===== config.mk =====
export PLATFORM = sky130hd
export DESIGN_NAME = axis_order_serializer_flat
export DESIGN_NICKNAME = d
export VERILOG_FILES = /design/src/rtl/axis_order_serializer_if.sv /design/src/rtl/axis_order_serializer.sv /design/src/flat_wrapper.sv
export SDC_FILE = /design/constraint.sdc
export NUM_CORES = 1
export LEC_CHECK = 0
export ABC_CLOCK_PERIOD_IN_PS = 2500
export BUFFER_PORTS_ARGS = -buffer_cell sky130_fd_sc_hd__buf_2
export CORE_MARGIN = 3
export CORE_UTILIZATION = 50
export CTS_CLUSTER_DIAMETER = 80
export DETAILED_ROUTE_END_ITERATION = 12
export PLACE_DENSITY = 0.75
export SKIP_LAST_GASP = 1
export SYNTH_ARGS = -nofsm -noshare
export SYNTH_HDL_FRONTEND = slang
export SYNTH_SLANG_ARGS = --single-unit

===== constraint.sdc =====
create_clock -name clk -period 2.5 [get_ports clk]
set_clock_uncertainty 0.1 [all_clocks]
set_input_delay 0.25 -clock clk [delete_from_list [all_inputs] [get_ports clk]]
set_output_delay 0.25 -clock clk [all_outputs]
set_load 0.01 [all_outputs]

===== src/rtl/axis_order_serializer_if.sv =====
// Record-in / beat-out bus of the order serializer.
// master: the serializer itself; slave: the record source and beat sink around it.
interface axis_order_serializer_if #(
    parameter int WIDTH = 64,
    parameter int BEATS = 4,
    parameter int CNT_W = 16
) ();
    localparam int NB_W = $clog2(BEATS) + 1;

    logic                   rec_valid;
    logic                   rec_ready;
    logic [WIDTH*BEATS-1:0] rec_data;
    logic [NB_W-1:0]        rec_beats;
    logic                   out_valid;
    logic                   out_ready;
    logic [WIDTH-1:0]       out_data;
    logic                   out_last;
    logic [CNT_W-1:0]       frame_cnt;

    modport master (
        input  rec_valid, rec_data, rec_beats, out_ready,
        output rec_ready, out_valid, out_data, out_last, frame_cnt
    );

    modport slave (
        output rec_valid, rec_data, rec_beats, out_ready,
        input  rec_ready, out_valid, out_data, out_last, frame_cnt
    );
endinterface


===== src/rtl/axis_order_serializer.sv =====
// Order record serializer: captures one WIDTH*BEATS record per handshake and
// emits it as 1..BEATS WIDTH-bit beats with out_last on the final beat.
// A new record can be taken on the same edge as the final beat is accepted,
// so consecutive records stream with no idle cycle between them.
module axis_order_serializer #(
    parameter int WIDTH = 64,
    parameter int BEATS = 4,
    parameter int CNT_W = 16
) (
    input  logic                     clk,
    input  logic                     rst_n,
    axis_order_serializer_if.master  bus
);
    localparam int NB_W  = $clog2(BEATS) + 1;
    localparam int IDX_W = (BEATS > 1) ? $clog2(BEATS) : 1;

    typedef enum logic [0:0] {
        S_IDLE = 1'b0,
        S_SEND = 1'b1
    } state_t;

    state_t                 r_state;
    logic [WIDTH*BEATS-1:0] r_hold;
    logic [IDX_W-1:0]       r_idx;
    logic [NB_W-1:0]        r_nbeats;
    logic                   r_out_valid;
    logic                   r_out_last;
    logic [WIDTH-1:0]       r_out_data;
    logic [CNT_W-1:0]       r_frame_cnt;

    logic                   w_fire;
    logic                   w_done;
    logic                   w_rec_ready;
    logic                   w_accept;
    logic [NB_W-1:0]        w_nbeats;
    logic [IDX_W-1:0]       w_next_idx;
    logic                   w_next_last;
    logic [WIDTH-1:0]       w_next_data;

    // Handshake qualifiers: a beat leaves on w_fire, the record completes on w_done.
    assign w_fire      = r_out_valid && bus.out_ready;
    assign w_done      = w_fire && r_out_last;
    assign w_rec_ready = (r_state == S_IDLE) || w_done;
    assign w_accept    = bus.rec_valid && w_rec_ready;

    // Zero or oversized beat counts mean "send the full record".
    assign w_nbeats = ((bus.rec_beats == NB_W'(0)) || (bus.rec_beats > NB_W'(BEATS)))
                      ? NB_W'(BEATS) : bus.rec_beats;

    // Next beat is pre-selected from the hold register so out_data stays registered.
    assign w_next_idx  = r_idx + IDX_W'(1);
    assign w_next_last = (NB_W'(w_next_idx) == (r_nbeats - NB_W'(1)));
    assign w_next_data = r_hold[w_next_idx*WIDTH +: WIDTH];

    // Serializer FSM: capture, beat advance, record completion and frame counting.
    always_ff @(posedge clk or negedge rst_n) begin
        if (!rst_n) begin
            r_state     <= S_IDLE;
            r_hold      <= '0;
            r_idx       <= '0;
            r_nbeats    <= '0;
            r_out_valid <= 1'b0;
            r_out_last  <= 1'b0;
            r_out_data  <= '0;
            r_frame_cnt <= '0;
        end else begin
            if (w_done) begin
                r_frame_cnt <= r_frame_cnt + CNT_W'(1);
            end

            case (r_state)
                S_IDLE, S_SEND: begin
                    if (w_accept) begin
                        // Fresh record: beat 0 goes out on the very next cycle.
                        r_state     <= S_SEND;
                        r_hold      <= bus.rec_data;
                        r_nbeats    <= w_nbeats;
                        r_idx       <= '0;
                        r_out_valid <= 1'b1;
                        r_out_data  <= bus.rec_data[WIDTH-1:0];
                        r_out_last  <= (w_nbeats == NB_W'(1));
                    end else if (w_done) begin
                        r_state     <= S_IDLE;
                        r_out_valid <= 1'b0;
                        r_out_last  <= 1'b0;
                    end else if (w_fire) begin
                        r_idx       <= w_next_idx;
                        r_out_data  <= w_next_data;
                        r_out_last  <= w_next_last;
                    end else begin
                        // Idle, or stalled by the sink: hold everything.
                        r_state     <= r_state;
                    end
                end
                default: begin
                    r_state     <= S_IDLE;
                    r_out_valid <= 1'b0;
                    r_out_last  <= 1'b0;
                end
            endcase
        end
    end

    assign bus.rec_ready = w_rec_ready;
    assign bus.out_valid = r_out_valid;
    assign bus.out_data  = r_out_data;
    assign bus.out_last  = r_out_last;
    assign bus.frame_cnt = r_frame_cnt;
endmodule

===== src/flat_wrapper.sv =====
// flat-port wrapper written by rule: the top's interface ports become plain ports
module axis_order_serializer_flat 
#(
    parameter int WIDTH = 64,
    parameter int BEATS = 4,
    parameter int CNT_W = 16
)
  (clk, rst_n, bus_rec_valid, bus_rec_data, bus_rec_beats, bus_out_ready, bus_rec_ready, bus_out_valid, bus_out_data, bus_out_last, bus_frame_cnt);
  axis_order_serializer_if #(.WIDTH(WIDTH), .BEATS(BEATS), .CNT_W(CNT_W)) bus_i ();
  input  logic clk;
  input  logic rst_n;
  input wire logic [$bits(bus_i.rec_valid)-1:0] bus_rec_valid;
  input wire logic [$bits(bus_i.rec_data)-1:0] bus_rec_data;
  input wire logic [$bits(bus_i.rec_beats)-1:0] bus_rec_beats;
  input wire logic [$bits(bus_i.out_ready)-1:0] bus_out_ready;
  output wire logic [$bits(bus_i.rec_ready)-1:0] bus_rec_ready;
  output wire logic [$bits(bus_i.out_valid)-1:0] bus_out_valid;
  output wire logic [$bits(bus_i.out_data)-1:0] bus_out_data;
  output wire logic [$bits(bus_i.out_last)-1:0] bus_out_last;
  output wire logic [$bits(bus_i.frame_cnt)-1:0] bus_frame_cnt;
  assign bus_i.rec_valid = bus_rec_valid;
  assign bus_i.rec_data = bus_rec_data;
  assign bus_i.rec_beats = bus_rec_beats;
  assign bus_i.out_ready = bus_out_ready;
  assign bus_rec_ready = bus_i.rec_ready;
  assign bus_out_valid = bus_i.out_valid;
  assign bus_out_data = bus_i.out_data;
  assign bus_out_last = bus_i.out_last;
  assign bus_frame_cnt = bus_i.frame_cnt;
  axis_order_serializer #(.WIDTH(WIDTH), .BEATS(BEATS), .CNT_W(CNT_W)) u_core (.clk(clk), .rst_n(rst_n), .bus(bus_i));
endmodule

==> impl_metrics.ini, run 1 <==
[worst_hold_path]
whs_endpoint = u_core.bus.out_last
hp-class = in2reg
hold_start = bus_rec_beats[2]
hold_depth = 4

[layout]
syn2layout_area_growth_pct = 39.8
fin_cells = 2589
nets = 2443
final_common_cell = nand2_1
n_fill_cell = 1932
final_cell_mix = nand2_1 (842), buf_2 (344), dfrtp_1 (341)
drive_gt1_frac = 0.236
final_core_util = 0.722

[clock_tree]
htree_levels = 2
numCtsBuffers = 37
root_buffer = clkbuf_16
ctsResizeCount = 0
cts.reportedPaths.clkPinSlew_ps = 50
insertion_delay_ps = 520
clkSinkCount = 343
clockBufferDepth = 3
cts_tree = done

[global_routing]
track_usage = 0.303
grt_start_max_net_pins = 83
first_global_vias = 15100
grt_pass1_wl_um = 79500
gr-total-overflow = 0
antenna_found_initial = 4

[place]
dp_cells = 2261
hpwl_um = 27500
place_congestion = 0.844
portBuffers = 345

[setup_path]
required_ps = 2830
path_max_fanout = 23
start_kind = flop
cp.arrival_ps = 2610
end_kind = flop
worstRegToRegCells = 6
r2r_setup_slack_ps = 210
rr_endpoint = u_core.r_nbeats[0]
rr_startpoint = u_core.r_state
crit_type = reg2reg

[floorplanning]
die_area_mm2 = 0.0323
core-area_mm2 = 0.0292
die_w_um = 180
row_count = 62
io-pin-count = 346
die_h_um = 180
initial_core_util = 0.517

[yosys]
mappedNetlistArea_mm2 = 0.0151
synth.avg_cell_area_um2 = 9.44
synth_fp_nets = 1862
ys_warn_count = 0
syn_inst = 1596
seq_area_frac_synth = 0.570
synth_cell_types = 34
synth_seq_cells = 343

[power_and_ir_drop]
finalPower_uw = 23700
p_leak_uw = 0.0108
cellPowerDensity_mw_per_mm2 = 1120
irDropWorstVdd_uv = 612

[drt]
drtIter0Drc = 1187
dr.pass1.iters = 7
ant_nets = 0
wl_um = 49100
routedWlPerCell_um = 19.0
via_count = 14000
via_per_inst = 5.42
drc = 0

[job]
drv_cap = 0

[run_status]
status = finished clean

[timing]
tns_ps = 0
fin_crit_ps = 2290
setup_viol = 0
worstMarginPinSlew_ps = 840
slew_headroom = 0.440
final-max-slew-violation-count = 0
max_freq_mhz = 437
fin_crit_sh = 0.915
final-hold-violation-count = 0
rsz0062_at_grt = false
==> registers in the layout, summed over array words and instances (netlist names) <==
register / cells
u_core.r_state: 1
u_core.bus.out_data: 64
u_core.r_nbeats: 3
u_core.r_hold: 256
u_core.bus.out_last: 1
u_core.bus.frame_cnt: 16
u_core.r_idx: 2
==> report_power, final <==
part	internal (uW)	switching [uW]	total, uW
clock network	3330	2200	5530
logic	3970	4290	8260
registers	8120	1760	9880
==> cell usage after synthesis, drive strengths merged <==
cell    instances  area, um^2
nand2         843        3170
dfrtp         343        8580
a21oi         104         562
buf            82         464
nor2           69         259
mux4           64        1440
clkbuf         17        63.8
xnor2          15         131
a31oi          13        81.3
nand3           6        30.0
nand4           6        37.5
inv             5        18.8
and3            4        25.0
xor2            4        35.0
ha              3        37.5
o21ai           3        15.0
nand2b          2        12.5
nor3            2        10.0
or2             2        12.5
a21bo           1        10.0
a22oi           1        12.5
and2            1        8.76
and3b           1        8.76
and4            1        8.76
mux2            1        11.3
nor2b           1        6.26
nor4            1        6.26
o211ai          1        7.51
==> worst max path at each step <==
| stage | startpoint | end | slack [ps] | cells past startpoint |
|---|---|---|---|---|
| 2_1_floorplan | u_core.r_state | u_core.bus.out_data[10] | 850 | 7 |
| 3_3_place_gp | u_core.r_idx[1] | u_core.bus.out_data[57] | 700 | 4 |
| 3_5_place_dp | u_core.r_state | u_core.bus.out_data[49] | 630 | 5 |
| 4_1_cts | u_core.r_state | u_core.r_nbeats[0] | 250 | 6 |
| 5_1_grt | u_core.r_state | u_core.r_nbeats[0] | 90 | 6 |
| 6_report | u_core.r_state | u_core.r_nbeats[0] | 210 | 6 |
==> metrics by stage <==
step           setup WS, ps  cell area (um^2)  hold slack, ps
2_1_floorplan           847             15100            -146
3_3_place_gp            701             17200             136
3_5_place_dp            631             17200             134
4_1_cts                 248             21100            4.22
5_1_grt                94.8             21100            31.7
6_report                213             21100            34.9
==> worst max-delay path, stage by stage, from the launching register on <==
cell           delay (ps)
dfrtp_1               430
a21bo_2               310
and2_4                280
buf_4                 300
nand3_1               110
dlygate4sd3_1         570
o21ai_1                90
==> layout make-up <==
class | count | area, um^2 | share of cell area
clock buffers | 54 | 1090 | 0.0519
multi-input cells | 1149 | 5960 | 0.283
diodes | 4 | 10.0 | 0.000475
clock inverters | 9 | 124 | 0.00588
well taps | 384 | 480 | 0.0228
flip-flops and latches | 343 | 8590 | 0.408
inverters | 5 | 18.8 | 0.000891
repair buffers | 641 | 4790 | 0.227
==> per-layer routing <==
| layer | part of all wire | GRT usage |
|---|---|---|
| met1 | 0.37 | 0.380 |
| met2 | 0.49 | 0.508 |
| met3 | 0.084 | 0.0671 |
| met4 | 0.050 | 0.140 |
| met5 | 0 | 0 |
==> kinds of logic after synthesis <==
logic type	after synthesis	share of synthesized area
XOR/XNOR	19	0.0110
AO/OA/AOI/OAI	123	0.0457
adder cells (fa/ha/maj)	3	0.00249
flip-flops	343	0.570
AND/OR/NAND/NOR	939	0.238
buffers and inverters	104	0.0363
multiplexers	65	0.0964
==> timing repair <==
item,4_1_cts,5_1_grt
endpoints found under the hold margin,375,0
setup buffers,0,0
hold buffers,261,0
(Power assumes the default switching activity.)
==> inputs of run 2 (changes only) <==
--- a/config.mk
+++ b/config.mk
@@ -7,11 +7,11 @@
 export LEC_CHECK = 0
 export ABC_CLOCK_PERIOD_IN_PS = 2500
 export BUFFER_PORTS_ARGS = -buffer_cell sky130_fd_sc_hd__buf_2
+export CORE_ASPECT_RATIO = 2
 export CORE_MARGIN = 3
-export CORE_UTILIZATION = 50
+export CORE_UTILIZATION = 35
 export CTS_CLUSTER_DIAMETER = 80
 export DETAILED_ROUTE_END_ITERATION = 12
-export PLACE_DENSITY = 0.75
 export SKIP_LAST_GASP = 1
 export SYNTH_ARGS = -nofsm -noshare
 export SYNTH_HDL_FRONTEND = slang
==> run 2 against run 1 <==
Global-route usage fell by 9.5 points. Register-to-register slack improved by 140 ps. Critical path depth fell by 1. First-iteration DRC count fell by 40%. Critical path type unchanged. Largest cell class unchanged. Highest routed layer unchanged.
==> impl_metrics.ini, run 2 (synthesized netlist as in run 1, its figures left out) <==
[floorplanning]
io-pin-count = 346
core-area_mm2 = 0.0422
die_h_um = 299
row_count = 106
die_w_um = 153
initial_core_util = 0.357
die_area_mm2 = 0.0457

[global_routing]
grt_start_max_net_pins = 86
grt_pass1_wl_um = 76500
antenna_found_initial = 4
gr-total-overflow = 0
first_global_vias = 14600
track_usage = 0.208

[power_and_ir_drop]
pwr-share-seq = 0.418
clkPwrFrac = 0.226
combPwrFrac = 0.356
p_sw_uw = 7950
p_int_uw = 15200
swShare = 0.343
cellPowerDensity_mw_per_mm2 = 1080
irDropWorstVdd_uv = 669
p_leak_uw = 0.0108

[layout]
n_fill_cell = 3768
nets = 2451
final_common_cell = nand2_1
multi_input_area_mm2 = 0.00596
fin_area_mm2 = 0.0214
drive_gt1_frac = 0.239
largest_reg_flops = 256
final_cell_mix = nand2_1 (842), buf_2 (344), dfrtp_1 (341)
syn2layout_area_growth_pct = 41.9
regArea_mm2 = 0.00859
largest_register = u_core.r_hold

[clock_tree]
numCtsBuffers = 34
hold_buffers = 262
clkSinkCount = 343
ctsResizeCount = 0
insertion_delay_ps = 520
clockBufferDepth = 3
cts_tree = done
cts.reportedPaths.clkPinSlew_ps = 70
htree_levels = 2
postCtsSetupRepairBufs = 0
root_buffer = clkbuf_16

[timing]
tns_ps = 0
fin_crit_ps = 2150
setup_viol = 0
timing.hold.ws_ps = 58.1
final-max-slew-violation-count = 0
worstMarginPinSlew_ps = 749
max_freq_mhz = 465
fin_crit_sh = 0.859
final-hold-violation-count = 0
rsz0062_at_grt = false
slew_headroom = 0.501

[drt]
dr.pass1.iters = 5
via_count = 13500
ant_nets = 0
drtIter0Drc = 712
wl_um = 48400
routedWlPerCell_um = 17.6
via_per_inst = 4.90
drc = 0

[setup_path]
critical_path.endpoint = u_core.r_nbeats[0]
required_ps = 2840
end_kind = flop
crit_type = reg2reg
r2r_setup_slack_ps = 350
path_max_fanout = 22
start_kind = flop
crit_start = u_core.r_state
cp.arrival_ps = 2490
rr_startpoint = u_core.r_state
worstRegToRegCells = 5
rr_endpoint = u_core.r_nbeats[0]

[place]
portBuffers = 345
place_congestion = 0.852
place_area_mm2 = 0.0176
hpwl_um = 31200

[run_status]
status = finished clean

[job]
drv_cap = 0

[worst_hold_path]
hp-class = in2reg
run 2: cell types whose count changed in the layout (fill, tap and decap cells not counted), sizes merged:
cell,delta
diode,+1
dlygate4sd3,+1
clkbuf,+1
bufinv,-3
buf,+10
clkinvlp,+2
inv,-1
clkinv,-2
run 2: worst min-delay path by stage:
stage | start | endpoint | slack, ps | cells after the start
2_1_floorplan | rst_n | u_core.bus.frame_cnt[0] | -150 | 0
4_1_cts | bus_out_ready | u_core.bus.frame_cnt[0] | 30 | 3
6_report | bus_out_ready | u_core.bus.frame_cnt[0] | 60 | 3
3_5_place_dp | rst_n | u_core.r_hold[220] | 180 | 1
3_3_place_gp | rst_n | u_core.r_hold[220] | 180 | 1
5_1_grt | bus_out_ready | u_core.bus.frame_cnt[0] | 70 | 3
run 2: final cells by class:
| cell class | instances | share of cell area |
|---|---|---|
| Tap cell | 540 | 0.0316 |
| Clock inverter | 5 | 0.00140 |
| Sequential cell | 343 | 0.402 |
| Multi-Input combinational cell | 1149 | 0.279 |
| Timing Repair Buffer | 652 | 0.233 |
| Antenna cell | 5 | 0.000585 |
| Clock buffer | 55 | 0.0516 |
| Inverter | 5 | 0.000878 |
run 2: worst max-delay path, stage by stage (launching register included):
cell	delay, ps
dfrtp_1	450
a21bo_2	320
and2_4	400
nand3_1	120
dlygate4sd3_1	580
o21ai_1	80
run 2: routing by layer:
layer,GRT usage,vias to the layer above,wire length (um)
li1,-,6286,-
met1,0.237,6526,18200
met2,0.369,514,24700
met3,0.0287,182,2270
met4,0.127,0,3270
met5,0,-,0
run 2: per-stage QoR:
stage,setup WS [ps],std cells,power [uW],util
after floorplan,847,1596,14800,-
after global placement,533,2427,17400,0.417
after detailed placement,469,2427,17700,0.417
after CTS,378,2749,23400,0.507
after global routing,242,2753,24800,0.507
final,351,2754,23200,0.507
run 2: power groups by stage:
stage	clock network (uW)	logic [uW]	registers, uW
2_1_floorplan	0	5420	9430
3_3_place_gp	0	7810	9630
3_5_place_dp	0	7990	9750
4_1_cts	5410	8350	9670
5_1_grt	5600	9240	9960
6_report	5240	8230	9680
==> inputs of run 3 (changes only) <==
--- a/config.mk
+++ b/config.mk
@@ -9,9 +9,10 @@
 export BUFFER_PORTS_ARGS = -buffer_cell sky130_fd_sc_hd__buf_2
 export CORE_ASPECT_RATIO = 2
 export CORE_MARGIN = 3
-export CORE_UTILIZATION = 35
+export CORE_UTILIZATION = 58
 export CTS_CLUSTER_DIAMETER = 80
 export DETAILED_ROUTE_END_ITERATION = 12
+export PLACE_DENSITY = 0.85
 export SKIP_LAST_GASP = 1
 export SYNTH_ARGS = -nofsm -noshare
 export SYNTH_HDL_FRONTEND = slang
==> run 3 against run 2 <==
Flip-flop and latch count unchanged. Routed wire length rose by 23%. Combinational power up 7.4%. First-iteration DRC count rose to 2.9 times the previous value. Non-clock buffer count down 17. Sequential power rose by 5%. Fmax fell by 8.2%. Global-route usage increased by 23 points. Clock-buffer cell count fell by 18. Worst hold slack got worse by 13 ps. Register-to-register slack got worse by 190 ps. Critical path type unchanged.
==> impl_metrics.ini, run 3 (synthesized netlist as in run 1, its figures left out) <==
[run_status]
status = finished clean

[clock_tree]
cts_tree = done
clockBufferDepth = 3
cts.reportedPaths.clkPinSlew_ps = 70
root_buffer = clkbuf_16
ctsResizeCount = 0
clkSinkCount = 343
insertion_delay_ps = 580
htree_levels = 1
numCtsBuffers = 30

[drt]
drc = 0
dr.pass1.iters = 7
routedWlPerCell_um = 23.6
via_count = 15400
drtIter0Drc = 2055
via_per_inst = 6.09
ant_nets = 0
wl_um = 59800

[timing]
final-max-slew-violation-count = 0
final-hold-violation-count = 0
setup_viol = 0
max_freq_mhz = 427
fin_crit_ps = 2340
slew_headroom = 0.551
rsz0062_at_grt = false
worstMarginPinSlew_ps = 674
tns_ps = 0
fin_crit_sh = 0.936

[setup_path]
start_kind = flop
r2r_setup_slack_ps = 160
crit_type = reg2reg
worstRegToRegCells = 6
end_kind = flop
required_ps = 2890
path_max_fanout = 19
rr_endpoint = u_core.r_nbeats[0]
rr_startpoint = u_core.r_state
cp.arrival_ps = 2730

[power_and_ir_drop]
irDropWorstVdd_uv = 729
swShare = 0.377
p_leak_uw = 0.0107
clkPwrFrac = 0.225
p_sw_uw = 9280
p_int_uw = 15300
pwr-share-seq = 0.416
cellPowerDensity_mw_per_mm2 = 1180
combPwrFrac = 0.359

[worst_hold_path]
whs_endpoint = u_core.bus.frame_cnt[0]
hp-class = in2reg
hold_depth = 3
hold_start = bus_out_ready

[global_routing]
grt_start_max_net_pins = 88
antenna_found_initial = 8
gr-total-overflow = 0
track_usage = 0.436
first_global_vias = 16500
grt_pass1_wl_um = 92800

[layout]
syn2layout_area_growth_pct = 39.0
final_common_cell = nand2_1
largest_register = u_core.r_hold
largest_reg_flops = 256
n_fill_cell = 1242
final_core_util = 0.826
nets = 2430
drive_gt1_frac = 0.235
final_cell_mix = nand2_1 (842), buf_2 (344), dfrtp_1 (341)
fin_cells = 2532

[place]
hpwl_um = 27800
portBuffers = 345
place_congestion = 0.868
dp_cells = 2206

[floorplanning]
die_w_um = 120
core-area_mm2 = 0.0253
row_count = 82
die_area_mm2 = 0.0281
io-pin-count = 346
die_h_um = 234
initial_core_util = 0.595

[job]
drv_cap = 0
-- run 3: critical path: stages, from the launching register on --
cell and delay (ps):
dfrtp_1 460, a21bo_2 320, and2_4 330, buf_4 300
nand3_1 100, dlygate4sd3_1 560, o21ai_1 90
-- run 3: worst max path at each step --
stage              startpoint                       to  slack [ps]
2_1_floorplan  u_core.r_state  u_core.bus.out_data[10]         850
3_3_place_gp   u_core.r_state  u_core.bus.out_data[56]         650
3_5_place_dp   u_core.r_state  u_core.bus.out_data[52]         600
4_1_cts        u_core.r_state       u_core.r_nbeats[0]         240
5_1_grt        u_core.r_state       u_core.r_nbeats[0]          80
6_report       u_core.r_state       u_core.r_nbeats[0]         160
-- run 3: power by group through the flow --
stage	clock, uW	combinational, uW	sequential [uW]
after global placement	0	7390	9580
after CTS	5430	8130	9700
final	5530	8840	10200
after detailed placement	0	7720	9750
after floorplan	0	5420	9430
after global routing	5770	9590	10400
-- run 3: timing repair --
| action | 4_1_cts | 5_1_grt |
|---|---|---|
| setup buffers | 0 | 0 |
| hold endpoints to repair | 390 | 0 |
| hold buffers | 262 | 0 |
-- run 3: stage by stage --
step	power, uW	area [um^2]	worst slack, ps	hold WS (ps)
after CTS	23300	20900	239	29.3
after global placement	17000	17100	647	179
after global routing	25700	20900	81.0	48.7
after detailed placement	17500	17100	602	186
after floorplan	14800	15100	847	-146
final	24600	20900	160	45.1
-- run 3: layout make-up --
cell class,count,area (um^2),share of cell area
Sequential cell,343,8590,0.410
Clock inverter,19,308,0.0147
Timing Repair Buffer,635,4770,0.228
Multi-Input combinational cell,1149,5950,0.284
Tap cell,336,420,0.0201
Clock buffer,37,858,0.0410
Antenna cell,8,20.0,0.000956
Inverter,5,18.8,0.000896
-- run 3: metal layers --
metal,up-vias,wire length (um),GRT usage
met5,-,12,0.0196
li1,6256,-,-
met2,1365,29600,0.714
met3,471,5900,0.120
met1,7318,18400,0.475
met4,2,5820,0.338
